$ cat src/rtl/seq_detector_fsm.sv
// Serial pattern detector: tracks the longest matched prefix of PATTERN with KMP-style fallback.
// Optional idle abort is compiled in with `define SEQ_DET_TIMEOUT_EN.
module seq_detector_fsm #(
  parameter int               PAT_W   = 4,
  parameter logic [PAT_W-1:0] PATTERN = 4'b1011,
  parameter bit               OVERLAP = 1'b1,
  parameter int               CNT_W   = 8,
  parameter int               TIMEOUT = 16
) (
  input  logic                     clk,
  input  logic                     reset,
  input  logic                     in_valid,
  input  logic                     in,
  input  logic                     cnt_clr,
  output logic [$clog2(PAT_W)-1:0] state,
  output logic                     out,
  output logic [CNT_W-1:0]         match_count,
  output logic                     timeout
);

  localparam int SW = $clog2(PAT_W);

  logic [PAT_W-2:0] hist_q, hist_d;
  logic [PAT_W-1:0] win, mask;
  logic [SW-1:0]    state_d, best;
  logic [CNT_W-1:0] cnt_d;
  logic             full, match, abort;

`ifdef SEQ_DET_TIMEOUT_EN
  localparam int IW = $clog2(TIMEOUT + 1);
  logic [IW-1:0] idle_q, idle_d;
`endif

  always_ff @(posedge clk) begin
    if (reset) begin
      state       <= '0;
      hist_q      <= '0;
      out         <= 1'b0;
      match_count <= '0;
    end else begin
      state       <= state_d;
      hist_q      <= hist_d;
      out         <= match;
      match_count <= cnt_d;
    end
  end

  // The window is the last PAT_W-1 accepted bits plus the incoming one. Candidate
  // lengths are capped at k+1 so stale history older than the current match never counts.
  always_comb begin
    win  = {hist_q, in};
    full = (state == SW'(PAT_W - 1)) && (in == PATTERN[0]);
    best = '0;
    mask = '0;
    for (int l = 1; l < PAT_W; l++) begin
      mask = (PAT_W'(1) << l) - PAT_W'(1);
      if ((l <= int'(state) + 1) && ((win & mask) == ((PATTERN >> (PAT_W - l)) & mask)))
        best = SW'(l);
    end
  end

  always_comb begin
    state_d = state;
    hist_d  = hist_q;
    match   = 1'b0;
    abort   = 1'b0;
    if (in_valid) begin
      hist_d  = win[PAT_W-2:0];
      state_d = best;
      match   = full;
      if (full && !OVERLAP) begin
        state_d = '0;
        hist_d  = '0;
      end
    end
`ifdef SEQ_DET_TIMEOUT_EN
    else if ((state != '0) && (idle_q == IW'(TIMEOUT - 1))) begin
      abort   = 1'b1;
      state_d = '0;
      hist_d  = '0;
    end
`endif
  end

  // A clear coincident with a match keeps that match.
  always_comb begin
    cnt_d = match_count;
    if (cnt_clr)
      cnt_d = match ? CNT_W'(1) : '0;
    else if (match && (match_count != '1))
      cnt_d = match_count + CNT_W'(1);
  end

`ifdef SEQ_DET_TIMEOUT_EN
  always_comb begin
    if (in_valid || (state == '0) || abort) idle_d = '0;
    else                                     idle_d = idle_q + IW'(1);
  end

  always_ff @(posedge clk) begin
    if (reset) begin
      idle_q  <= '0;
      timeout <= 1'b0;
    end else begin
      idle_q  <= idle_d;
      timeout <= abort;
    end
  end
`else
  assign timeout = 1'b0;
`endif

endmodule

$ cat config.mk
export PLATFORM = sky130hd
export DESIGN_NAME = seq_detector_fsm
export DESIGN_NICKNAME = d
export VERILOG_FILES = /design/src/rtl/seq_detector_fsm.sv
export SDC_FILE = /design/constraint.sdc
export NUM_CORES = 1
export LEC_CHECK = 0
export CAP_MARGIN = 20
export CORE_MARGIN = 1.5
export CORE_UTILIZATION = 45
export DETAILED_ROUTE_END_ITERATION = 8
export HOLD_SLACK_MARGIN = 0.12
export PLACE_DENSITY = 0.79
export SLEW_MARGIN = 0
export SYNTH_ARGS = -nofsm -noshare
export SYNTH_HDL_FRONTEND = slang
export SYNTH_SLANG_ARGS = --single-unit
$ cat constraint.sdc
create_clock -name clk -period 1.75 [get_ports clk]
set_input_delay 0.35 -clock clk [delete_from_list [all_inputs] [get_ports clk]]
set_output_delay 0.35 -clock clk [all_outputs]
set_load 0.05 [all_outputs]
* After elaboration in Yosys (flattened, before gate mapping) *
Index checks and enable logic that the tools add are counted.

word-level totals
  register bits after elaboration = 13
  bits of input ports = 5
  output and inout bits = 12
  word-level logic and storage cells = 26

cells by class
  add/sub/neg operators = 2
  magnitude comparators = 3
  equality and inequality tests = 4
  muxes and demuxes = 7
  reductions and logical operators = 6

operator list
  cell                                                                               number
  2-bit by 32-bit less-or-equal comparator with 1-bit output (first input constant)  1
  3-bit by 32-bit less-or-equal comparator with 1-bit output (first input constant)  1
  8-bit 2-to-1 mux                                                                   2
  8-bit by 1-bit adder with 8-bit output (second input constant)                     1
  8-bit != test (second input constant)                                              1
  1-bit logical AND                                                                  5
  2-bit == test (second input constant)                                              2
  2-bit 2-to-1 mux                                                                   2
  2-bit by 1-bit adder with 3-bit output (second input constant)                     1
  3-bit == test (second input constant)                                              1
  2-bit by 3-bit less-or-equal comparator with 1-bit output (first input constant)   1
  1-bit 2-to-1 mux                                                                   3
  2-bit nonzero test                                                                 1

* Logic depth before layout (Yosys ltp) *
Gate-level depths: netlist (run 1).

  depth after elaboration = 6
  mapped depth = 5
  gate-level depth less buffers = 5

* Worst setup path after synthesis (run 1) *
Ideal clock, no wire load.

  kind = reg-to-reg
  start point = register match_count[0]
  end point = register match_count[1]
  setup time = 122 ps
  arrival time = 1663 ps
  data required time = 1628 ps
  path slack = -36 ps
  stages on the path, launching flop included = 6
  path buffers = 0
  clock period less this slack = 1786 ps
  path through = dfxtp_1 ha_1 nand3_1 o21ai_0 mux2i_1 nor2_1

on the way
  longest elaborated chain between the ends = 3
  elaborated cells on any way between the ends = 6
  classes of those cells = add/sub (1); eq/ne (1); mux (2); reduce/logical (2)

RTL lines
  what                                                                            RTL line  RTL
  start, declared                                                                 17        output logic [CNT_W-1:0] match_count,
  start signal, assigned                                                          44        match_count <= cnt_d;
  8-bit by 1-bit adder with 8-bit output / 8-bit != test (equally long branches)  91, 90
  8-bit 2-to-1 mux / 1-bit logical AND (equally long branches)                    90        else if (match && (match_count != '1))
  8-bit 2-to-1 mux / 2-bit nonzero test (equally long branches)                   -

Parallel ways exist; a longest one is shown, timed or not. The select of a mux whose other input is x is not followed.
A chain may end at the register's enable or synchronous reset.

* Final worst setup path (run 1) *
  start point = input port in
  end point = register match_count[7]

on the way
  longest elaborated chain between the ends = 4

RTL lines
  what                                 RTL line  RTL
  start, declared                      13        input logic in,
  1-bit logical AND                    52        full = (state == SW'(PAT_W - 1)) && (in == PATTERN[0]);
  1-bit 2-to-1 mux                     67        if (in_valid) begin
  1-bit logical AND                    90
  2-bit nonzero test (no source line)  -

Every way passes these cells.

==> results.toml, run 1 <==
[synthesis]
synth_edf_count = 0
async_flop_share = 0
synth_most_common_cell = "dfxtp_1"
synth_top_area_frac = 0.422
seq_area_frac_synth = 0.422
synthTopCellsByArea = "dfxtp_1 42%, xor2_1 5.7%, a21oi_1 4.1%, o21ai_0 4.1%, nor2_1 3.7%"
synth_area_per_cell_um2 = 9.21
syn_area_um2 = 617
synth_cells = 67
synthDistinctLibCells = 30
synthFlopType = "dfxtp_1"
synth_warnings = 0
yosysTopAreaCell = "dfxtp_1"
synth_nets = 73
ys_ff_latch = 13
synth_top_cells_by_count = "13 x dfxtp_1, 6 x nor2_1, 5 x a21oi_1, 5 x o21ai_0, 4 x xor2_1"

[setup_path]
worstSetupEndpoint = "match_count[7]"
slowest_stage = "clkdlybuf4s50_1"
critPathMaxStageDelay_ps = 470
r2r_slack_ps = 280
cp_max_fo = 5
path_class = "in2reg"
cp_data_arrival_time_ps = 1720
reg2regPathDepth = 5
crit_path_start = "in"
regToRegStartpoint = "match_count[0]"
start_kind = "input port"
critical_path.cell_chain = "clkdlybuf4s50_1, and4_1, o211ai_4, or3_1, a21oi_1"
rr_endpoint = "match_count[1]"
crit_required_ps = 1960
end_kind = "flip-flop"

[timing]
final-hold-violation-count = 0
setup_violations = 0
layout_setup_ws_ps = 243
rsz0062_at_grt = "no"
hold_ws_ps = 502
tns_ps = 0
skew_ps = 5.21
report.final.slew_viol_count = 0
post-route-min-period_ps = 1510
fmax_ghz = 0.663
timing.final.crit_share = 0.861

[routing]
detail-route-antenna-nets = 0
dr.pass1.iters = 4
vias = 539
first_iter_violations = 7
vias_per_cell = 5.23
drc = 0
wire_per_inst_um = 11.0
wl_um = 1130

[cts]
ctsLongestPathBuffers = 2
postCtsSetupRepairBufs = 0
cts.sinks = 13
worstSkewPairLatency_ps = 280
cts_buffers = 3
cts_hold_buf = 0
cts_htree_levels = 1
cts_resized = 0
clk_pin_slew_ps = 80
cts_tree = "yes"
cts-root-buf = "clkbuf_4"

[cells_and_area]
drive_above_1_share = 0.273
finalInstanceArea_um2 = 802
antenna_cells = 0
area_delta_synth_final_pct = 30.0
fillCellCount = 119
nets = 95

[die]
initial_core_util = 0.480
ios = 17
die_x_um = 40.0
die_area_um2 = 1600
core_um2 = 1280
rows = 13
chipHeight_um = 40.0

[worst_hold_path]
min_path_type = "reg2reg"

[global_route]
grt-ovfl-total = 0
antenna_found_initial = 0
grt_start_max_net_pins = 8
grt_pass1_wl_um = 1830
grt_pass1_vias = 453
grt_usage = 0.177

[placement]
pre_cts_ws_ps = -48.1
dp_hpwl_um = 895
placed_area_um2 = 776
gp_congestion = 0.819
io_buffer_count = 15

[power_and_ir_drop]
p_per_area_nw_per_um2 = 660
vdd_drop_max_mv = 0.395
cellLeakagePower_nw = 0.325

[run_status]
outcome = "completed"

[job]
drv_cap = 0
==> state kept, by name, indices dropped and copies added (netlist names) <==
signal       cells
match_count      8
hist_q           2
state            2
out              1
==> worst min path at each step <==
stage,from,to,slack (ps),cells after the start
global route,hist_q[0],hist_q[0],530,2
detailed placement,hist_q[0],hist_q[0],490,2
CTS,hist_q[0],hist_q[0],500,2
global placement,hist_q[1],hist_q[1],480,2
finish,hist_q[0],hist_q[0],500,2
floorplan,reset,match_count[0],410,1
==> stage by stage <==
step	power, mW	util	std cells
floorplan	0.329	-	67
global placement	0.350	0.604	99
detailed placement	0.350	0.604	99
CTS	0.537	0.624	103
global route	0.552	0.624	103
finish	0.529	0.624	103
==> routing by layer <==
metal,up-vias,share of wire,GRT usage
met5,-,0,0
met4,0,0.020,0.103
met3,2,0.042,0.0500
met2,15,0.45,0.270
met1,238,0.49,0.221
li1,284,-,-
==> power by group <==
part	total (mW)	switching [mW]	internal [mW]
combinational	0.0413	0.0222	0.0191
clock	0.187	0.0981	0.0884
sequential	0.301	0.00263	0.299
==> placed cells by master, fill, tap and decap left out, types with 2 or more instances in the layout <==
| master | count |
|---|---|
| a21oi_1 | 5 |
| a31oi_1 | 2 |
| and4_1 | 2 |
| buf_4 | 16 |
| clkbuf_4 | 3 |
| clkdlybuf4s50_1 | 4 |
| dfxtp_1 | 11 |
| dfxtp_2 | 2 |
| mux2i_1 | 2 |
| nand2_1 | 3 |
| nand2b_1 | 2 |
| nand3_1 | 2 |
| nor2_1 | 6 |
| o211ai_1 | 2 |
| o21ai_0 | 5 |
| or3_1 | 2 |
| xor2_1 | 4 |
==> critical path: cells and delay by family <==
kind | cells | cell delay (ps)
AO/OA/AOI/OAI | 2 | 260
AND/OR/NAND/NOR | 2 | 630
buffers and inverters | 1 | 470
==> cell type report <==
| type | count | area (um2) | area share |
|---|---|---|---|
| clock buffer | 4 | 26.3 | 0.0328 |
| inverter | 1 | 3.75 | 0.00468 |
| multi-input combinational | 50 | 330 | 0.412 |
| sequential | 13 | 263 | 0.328 |
| tap | 15 | 18.8 | 0.0234 |
| timing repair buffer | 20 | 160 | 0.200 |
==> logic make-up (layout without fill, tap and decap cells) <==
logic type               after synthesis  count (layout)  synth area share
multiplexers                           2               2            0.0325
AO/OA/AOI/OAI                         17              17             0.189
XOR/XNOR                               4               4            0.0568
AND/OR/NAND/NOR                       25              25             0.231
flip-flops                            13              13             0.422
adder cells (fa/ha/maj)                1               1            0.0203
other                                  1               1           0.00608
buffers and inverters                  4              25            0.0426
Power figures use the tool's default switching activity.
==> run 2, diff against run 1 <==
Settings changed: CORE_UTILIZATION 45 to 40, PLACE_DENSITY 0.79 to 0.71.
==> run 2 against run 1 <==
Effect of this change:
- critical path depth did not move
- worst hold slack improved by 1.7 ps
- combinational power barely moved
- setup slack got worse by 18 ps
- first-iteration DRC count fell by 71%
- register-to-register slack barely moved
==> results.toml, run 2 (synthesis results as in run 1) <==
[cells_and_area]
reg_top3 = "match_count x8, hist_q x2, state x2"
utilization = 0.582
nets = 94
final_cell_mix = "15 x buf_4, 11 x dfxtp_1, 6 x nor2_1, 5 x o21ai_0, 5 x a21oi_1"
drive_above_1_share = 0.264
largest_reg_flops = 8
antenna_cells = 0
layout_commonest_cell = "buf_4"
top_register = "match_count"
instances_no_fill = 102
finalInstanceArea_um2 = 795
area_delta_synth_final_pct = 28.8

[cts]
cts_resized = 0
cts_buffers = 3
cts_tree = "yes"
cts_hold_buf = 0
worstSkewPairLatency_ps = 270
cts_htree_levels = 1
cts-root-buf = "clkbuf_4"
ctsLongestPathBuffers = 2
cts.sinks = 13
postCtsSetupRepairBufs = 0
clk_pin_slew_ps = 90

[global_route]
grt_pass1_wl_um = 2100
grt_usage = 0.153
antenna_found_initial = 0
grt-ovfl-total = 0
grt_start_max_net_pins = 8
grt_pass1_vias = 499

[die]
chipHeight_um = 42.3
ios = 17
rows = 13
core_um2 = 1370
die_x_um = 42.3
die_area_um2 = 1790
initial_core_util = 0.451

[routing]
wire_per_inst_um = 11.7
detail-route-antenna-nets = 0
vias = 532
dr.pass1.iters = 2
drc = 0
wl_um = 1190
first_iter_violations = 2
vias_per_cell = 5.22

[placement]
placed_cells = 98
dp_hpwl_um = 899
gp_congestion = 0.691
io_buffer_count = 15
placed_area_um2 = 768

[power_and_ir_drop]
cellLeakagePower_nw = 0.319
power.total_uw = 529
vdd_drop_max_mv = 0.380
p_per_area_nw_per_um2 = 665

[setup_path]
critical_path.cell_chain = "clkdlybuf4s50_1, and4_1, o211ai_4, or3_1, a21oi_1"
start_kind = "input port"
cp_data_arrival_time_ps = 1740
path_class = "in2reg"
slowest_stage = "clkdlybuf4s50_1"
cp_max_fo = 6
crit_required_ps = 1960
critPathBufInv = 1
critPathMaxStageDelay_ps = 470
cpLargestDelayFamily = "simple AND/OR/NAND/NOR gates"
end_kind = "flip-flop"

[timing]
rsz0062_at_grt = "no"
post-route-min-period_ps = 1530
final-hold-violation-count = 0
timing.final.crit_share = 0.872
setup_violations = 0
tns_ps = 0
fmax_ghz = 0.656
report.final.slew_viol_count = 0
skew_ps = 9.60

[job]
drv_cap = 0

[worst_hold_path]
min_path_type = "reg2reg"

[run_status]
outcome = "completed"
run 2: worst min-delay path, cell delays in order, from the launching register on:
cell and delay (ps):
dfxtp_1 330, nand2b_1 70, a21oi_1 60
run 2: layer usage:
metal  routed length [um]  share of wire  track usage  vias to the layer above
li1                     -              -            -                      280
met1                  569           0.48        0.190                      238
met2                  564           0.47        0.243                       12
met3                   44          0.037       0.0259                        2
met4                   10         0.0084       0.0938                        0
met5                    0              0            0                        -
run 2: cell type report:
type                       instances  area [um2]
tap                               15        18.8
inverter                           1        3.75
sequential                        13         263
clock buffer                       4        26.3
timing repair buffer              19         153
fill                             138         572
multi-input combinational         50         330
run 2: through the flow:
step	hold WS, ps	setup slack (ps)
after floorplan	412	98.1
after global routing	536	140
after detailed placement	495	-62.6
after global placement	488	-30.2
after CTS	509	225
final	503	225
run 2: worst paths after layout:
path | end | slack (ps) | start | cells after the start
hold / removal | state[0] | 500 | state[0] | 2
hold reg to reg | state[0] | 500 | state[0] | 2
setup / recovery | match_count[5] | 220 | in | 5
setup reg to reg | match_count[1] | 270 | match_count[0] | 5
run 2: power by group:
group          total [mW]  internal, mW  switching (mW)
Combinational      0.0413        0.0191          0.0222
Sequential          0.302         0.299         0.00277
Clock               0.186        0.0881          0.0976
